--- src/rtl/approx_error_monitor.sv ---
// Windowed error statistics for an approximate adder: per-window count, sum of
// absolute errors, sum of squared errors, peak absolute error and nonzero count.
module approx_error_monitor #(
   parameter int WINDOW_LOG2 = 10
) (
   input  logic        Clk,
   input  logic        Rst_n,
   input  logic        in_valid,
   output logic        in_ready,
   input  logic [31:0] appx,
   input  logic [31:0] accr,
   input  logic        flush,
   output logic        out_valid,
   input  logic        out_ready,
   output logic [16:0] cnt,
   output logic [63:0] sae,
   output logic [95:0] sse,
   output logic [32:0] max_ae,
   output logic [16:0] nz_cnt
);

   localparam logic [16:0] WIN_LAST = 17'((64'd1 << WINDOW_LOG2) - 64'd1);

   typedef enum logic [1:0] {
      ACCUM  = 2'd0,
      DRAIN  = 2'd1,
      REPORT = 2'd2
   } state_t;

   // Both operands sign-extended to 33 bits, so the difference never wraps.
   function automatic logic [32:0] abs_err(input logic [31:0] a, input logic [31:0] b);
      logic [32:0] d;
      d = {a[31], a} - {b[31], b};
      return d[32] ? (33'd0 - d) : d;
   endfunction

   state_t      state_r, state_s;
   logic [1:0]  drain_cnt_r;
   logic [16:0] win_cnt_r;
   logic        in_ready_r, out_valid_r;
   logic        in_xfer_s, out_xfer_s;
   logic        s1_valid_r, s1_nz_r;
   logic [32:0] s1_ae_r;
   logic [65:0] sq_s;
   logic [16:0] cnt_r, nz_r;
   logic [63:0] sae_r;
   logic [95:0] sse_r;
   logic [32:0] max_r;

   assign in_xfer_s  = in_valid & in_ready_r;
   assign out_xfer_s = out_valid_r & out_ready;
   assign sq_s       = {33'd0, s1_ae_r} * {33'd0, s1_ae_r};

   // Next-state logic; DRAIN waits until the last sample has left stage 2.
   always_comb begin
      state_s = state_r;
      case (state_r)
         ACCUM: begin
            if (flush || (in_xfer_s && (win_cnt_r == WIN_LAST))) state_s = DRAIN;
            else                                                  state_s = ACCUM;
         end
         DRAIN: begin
            if (drain_cnt_r == 2'd2) state_s = REPORT;
            else                     state_s = DRAIN;
         end
         REPORT: begin
            if (out_xfer_s) state_s = ACCUM;
            else            state_s = REPORT;
         end
         default: state_s = ACCUM;
      endcase
   end

   // State register, registered handshake outputs and window sample counter.
   always_ff @(posedge Clk or negedge Rst_n) begin
      if (!Rst_n) begin
         state_r     <= ACCUM;
         in_ready_r  <= 1'b0;
         out_valid_r <= 1'b0;
         drain_cnt_r <= 2'd0;
         win_cnt_r   <= 17'd0;
      end else begin
         state_r     <= state_s;
         in_ready_r  <= (state_s == ACCUM);
         out_valid_r <= (state_s == REPORT);
         drain_cnt_r <= (state_r == DRAIN) ? (drain_cnt_r + 2'd1) : 2'd0;
         if (state_r != ACCUM) win_cnt_r <= 17'd0;
         else if (in_xfer_s)   win_cnt_r <= win_cnt_r + 17'd1;
         else                  win_cnt_r <= win_cnt_r;
      end
   end

   // Stage 1: absolute error and nonzero flag.
   always_ff @(posedge Clk or negedge Rst_n) begin
      if (!Rst_n) begin
         s1_valid_r <= 1'b0;
         s1_ae_r    <= 33'd0;
         s1_nz_r    <= 1'b0;
      end else begin
         s1_valid_r <= in_xfer_s;
         s1_ae_r    <= in_xfer_s ? abs_err(appx, accr) : 33'd0;
         s1_nz_r    <= in_xfer_s && (appx != accr);
      end
   end

   // Stage 2: accumulators, cleared when the report is taken.
   always_ff @(posedge Clk or negedge Rst_n) begin
      if (!Rst_n) begin
         cnt_r <= 17'd0;
         nz_r  <= 17'd0;
         sae_r <= 64'd0;
         sse_r <= 96'd0;
         max_r <= 33'd0;
      end else if (out_xfer_s) begin
         cnt_r <= 17'd0;
         nz_r  <= 17'd0;
         sae_r <= 64'd0;
         sse_r <= 96'd0;
         max_r <= 33'd0;
      end else if (s1_valid_r) begin
         cnt_r <= cnt_r + 17'd1;
         nz_r  <= nz_r + {16'd0, s1_nz_r};
         sae_r <= sae_r + {31'd0, s1_ae_r};
         sse_r <= sse_r + {30'd0, sq_s};
         if (s1_ae_r >= max_r) max_r <= s1_ae_r;
         else                  max_r <= max_r;
      end else begin
         cnt_r <= cnt_r;
         nz_r  <= nz_r;
         sae_r <= sae_r;
         sse_r <= sse_r;
         max_r <= max_r;
      end
   end

   assign in_ready  = in_ready_r;
   assign out_valid = out_valid_r;
   assign cnt       = cnt_r;
   assign sae       = sae_r;
   assign sse       = sse_r;
   assign max_ae    = max_r;
   assign nz_cnt    = nz_r;

endmodule

--- config.mk ---
export PLATFORM = sky130hd
export DESIGN_NAME = approx_error_monitor
export DESIGN_NICKNAME = d
export VERILOG_FILES = /design/src/rtl/approx_error_monitor.sv
export SDC_FILE = /design/constraint.sdc
export NUM_CORES = 2
export LEC_CHECK = 0
export ABC_AREA = 1
export CAP_MARGIN = 20
export CORE_MARGIN = 3
export CORE_UTILIZATION = 40
export DETAILED_ROUTE_END_ITERATION = 10
export GPL_TIMING_DRIVEN = 0
export HOLD_SLACK_MARGIN = 0.12
export PLACE_DENSITY = 0.67
export SLEW_MARGIN = 10
export SYNTH_ARGS = -nofsm -noshare
export SYNTH_HDL_FRONTEND = slang
export SYNTH_SLANG_ARGS = --single-unit
--- constraint.sdc ---
create_clock -name Clk -period 6.7 [get_ports Clk]
set_input_delay 1.005 -clock Clk [delete_from_list [all_inputs] [get_ports Clk]]
set_output_delay 1.005 -clock Clk [all_outputs]
set_load 0.005 [all_outputs]
==> impl_results.md <==
- Initial Util: 40.6%
- R2r setup slk: -0.88 ns
- Nets: approximately 9200
- Worst Path Arrival: about 8.0 ns
- TritonCTS buffer count: 37
- Final Hold Viols: 0
- Clock network power share: 7.1%
- Slew HR: about a tenth
- FF-to-FF path depth: 30
- Hold Path Class: input pin to asynchronous set/reset pin
- Post-layout minimum cycle time: 7.58 ns
- Buf/Inv on CP: 12
- Critical Path Start: s1_ae_r[21]
- Distinct cells, synth: 48
- Vias per cell: 5.38
- Synth Cell Area: 53800 um^2
- CP max stage delay: 0.60 ns
- Synth Flop Type: dfrtp_1
- Compound-cell area share of the yosys netlist: 8.43%
- Final core utilization: 51.8%
- Adder-cell share of the synthesized area: 43.3%
- CP endpoint kind: flip-flop
- Period Utilization, post-route: 113%
- Pin count of the biggest net entering global routing: around 110
- Clock Latency Late Sink: 0.60 ns
- Static Leakage: 36.7 nW
- Synth Instances: 7168
- DR pass1 iterations: 7
- Wire length per cell: 24.2 um
- Clock sinks: 285
- Clock Root Buffer: clkbuf_16
- Area of the die: 139000 um^2
- Hpwl dp: 179000 um
- Placed Instances: 9229
- Vias in the first global route: 52600
- Total Wirelength: 232000 um
- Synth warnings: 0
- Post-CTS Hold Buffers: 0
- XOR/XNOR share of the synthesized area: 0.391%
- Grt total ovfl: 0
- Setup crit start kind: flip-flop
- Failing checks: setup timing
- Seq/Total Area, Yosys: 13.3%
- Delay-heaviest family, CP: adder cells
- TritonCTS clock tree: built
- RR Endpoint: sse[35]
- Die Y: 373 um
- Max-cap violations: 0
- Synth Net Count: 8543
- First-pass GRT wire length: 334000 um
- Internal: 0.0131 W
- CTS H-Tree Depth: 2
- Routed via count: 51500
- Syn Area/Cell: 7.51 um^2
- Overall Global Routing Usage: around 32%
- FF+latch count, synth: 285
- Total chip power: 0.0304 W
- Core area: 132000 um^2
- Port Buffers: a little under 300
- Sw frac: around 57%
- FFs w/ async S/R, synth: between 90% and 100%
- Largest family of logic cells by synthesized area: adder cells
- DRC: 0
- # IOs: 298
- Critical path required time: slightly above 7 ns
- Sequential share of power: around 9.7%
- Mux contribution to synthesized area: 0%
- Pwr Density: 443 nW/um^2
- Initial antenna violation count: 11
- CP most frequent cell: inv_2
- Row cnt: 133
- Worst r2r src: s1_ae_r[21]
- Final setup viols: 79
- CTS Buffer Depth: 3
- Die Wd: 373 um
- Starting DRC count in detailed routing: between 5000 and 6000
- Logic pwr share: 83.2%
- CP Capture Point: sse[35]
- Routability congestion estimate: 1.03
- Worst-margin pin slew: 1.34 ns
- Crit path depth: 30
- Pre-CTS setup slack: -2.65 ns
- RSZ-0062 raised after global routing: yes
- Layout Skew: 0.0398 ns
- Setup TNS: -56.53 ns
- Synth Area in Simple Gates: between 10% and 20%
- Outcome: finished, violations left
- Slowest CP cell: fa_2
- CP Max Fanout: 8
- Pins over their slew limit: 0
- Area Overhead vs Synth: 27.6%
- Worst vdd ir: 743 uV
- Clk pin slew, worst setup/hold paths: ~0.06 ns
- PnR worst setup slack: -0.876 ns
- Share of post-route cells with drive strength above 1: 17.0%
- EDFF count, synth: 0
- Switch Pwr: 0.0173 W
- Crit Path Class: flip-flop to flip-flop
- Final ANT Viol Nets: 0
- Finished Layout Cells: 9574
- F_max: 132 MHz
==> worst min-delay path by stage <==
stage,to,slack [ns]
final,nz_cnt[8],0.22
after global routing,nz_cnt[8],0.22
after CTS,nz_cnt[12],0.22
after detailed placement,drain_cnt_r[0],0.44
after global placement,drain_cnt_r[0],0.41
after floorplan,drain_cnt_r[0],0.40
==> repair_timing <==
action | CTS | global route
resized for setup | 1071 | 480
setup endpoints to repair | 87 | 84
cloned | 2 | 2
buffers inserted | 201 | 81
endpoints found under the hold margin | 0 | 0
pin swaps | 158 | 208
==> logic make-up (layout without fill, tap and decap cells) <==
kind of cell	count (synthesis)	after routing
simple gates	2473	2473
buf+inv	2238	2882
fa+ha+maj	1306	1306
compound gates	842	842
flops	285	285
xor+xnor	24	24
other cells	0	7
==> registers in the layout (all words and copies together), names as in the netlist <==
name         cells
cnt             17
drain_cnt_r      2
in_ready         1
max_ae          33
nz_cnt          17
out_valid        1
s1_ae_r         33
s1_nz_r          1
s1_valid_r       1
sae             64
sse             96
state_r          2
win_cnt_r       17
==> metrics by stage <==
stage / hold WS, ns / area [um^2]
final: 0.224 / 68700
after global routing: 0.221 / 68700
after global placement: 0.414 / 59200
after detailed placement: 0.436 / 59400
after floorplan: 0.403 / 54000
after CTS: 0.216 / 66600
==> layer usage <==
layer | part of all wire, % | global-route usage (%)
met5 | 0.041 | 0
met4 | 8.3 | 17.9
met3 | 12 | 10.4
met2 | 43 | 50.3
met1 | 36 | 39.4
==> area by class of cell <==
cell class / instances / area, um^2
Antenna cell: 7 / 17.5
Buffer: 185 / 2780
Clock buffer: 49 / 1040
Clock inverter: 17 / 234
Fill cell: 12400 / 63800
Inverter: 2045 / 7710
Multi-Input combinational cell: 4645 / 41900
Sequential cell: 285 / 7200
Tap cell: 1755 / 2200
Timing Repair Buffer: 586 / 5590
==> Yosys cell counts (19+ instances only) <==
cell	count	area share, %
dfrtp_1	285	13
nor2_1	488	3.4
nand3_1	194	1.8
fa_1	929	35
nor3_1	91	0.85
nand2_1	1516	11
nand2_2	25	0.29
a31oi_1	19	0.22
o21ai_0	315	2.9
clkbuf_1	176	1.2
a21oi_1	375	3.5
o21a_1	19	0.27
inv_1	2029	14
nand4_1	63	0.73
ha_1	377	8.8
nor4_1	29	0.34
==> layout by cell type, fill, tap and decap left out, types with 43 or more instances in the layout <==
cell	instances
ha_4	43
o21ai_1	64
fa_1	884
clkbuf_16	110
buf_4	226
clkbuf_1	50
clkdlybuf4s50_1	296
nor3_1	78
nor2_2	52
nand3_1	145
inv_2	134
a21oi_2	59
inv_1	1898
nand2_1	1343
nand2_2	130
o21ai_0	205
nand3_2	46
a21oi_1	283
nand2_4	60
nand4_1	63
nor2_4	73
dfrtp_1	252
ha_1	333
nor2_1	380
fa_2	45
==> power groups by stage <==
stage	combinational [W]	sequential, W	clock [W]
2_1_floorplan	0.00933	0.00251	0
3_3_place_gp	0.0155	0.00292	0
3_5_place_dp	0.0157	0.00291	0
4_1_cts	0.0212	0.00285	0.00219
5_1_grt	0.0266	0.00295	0.00225
6_report	0.0253	0.00294	0.00216
Power figures use the tool's default switching activity.
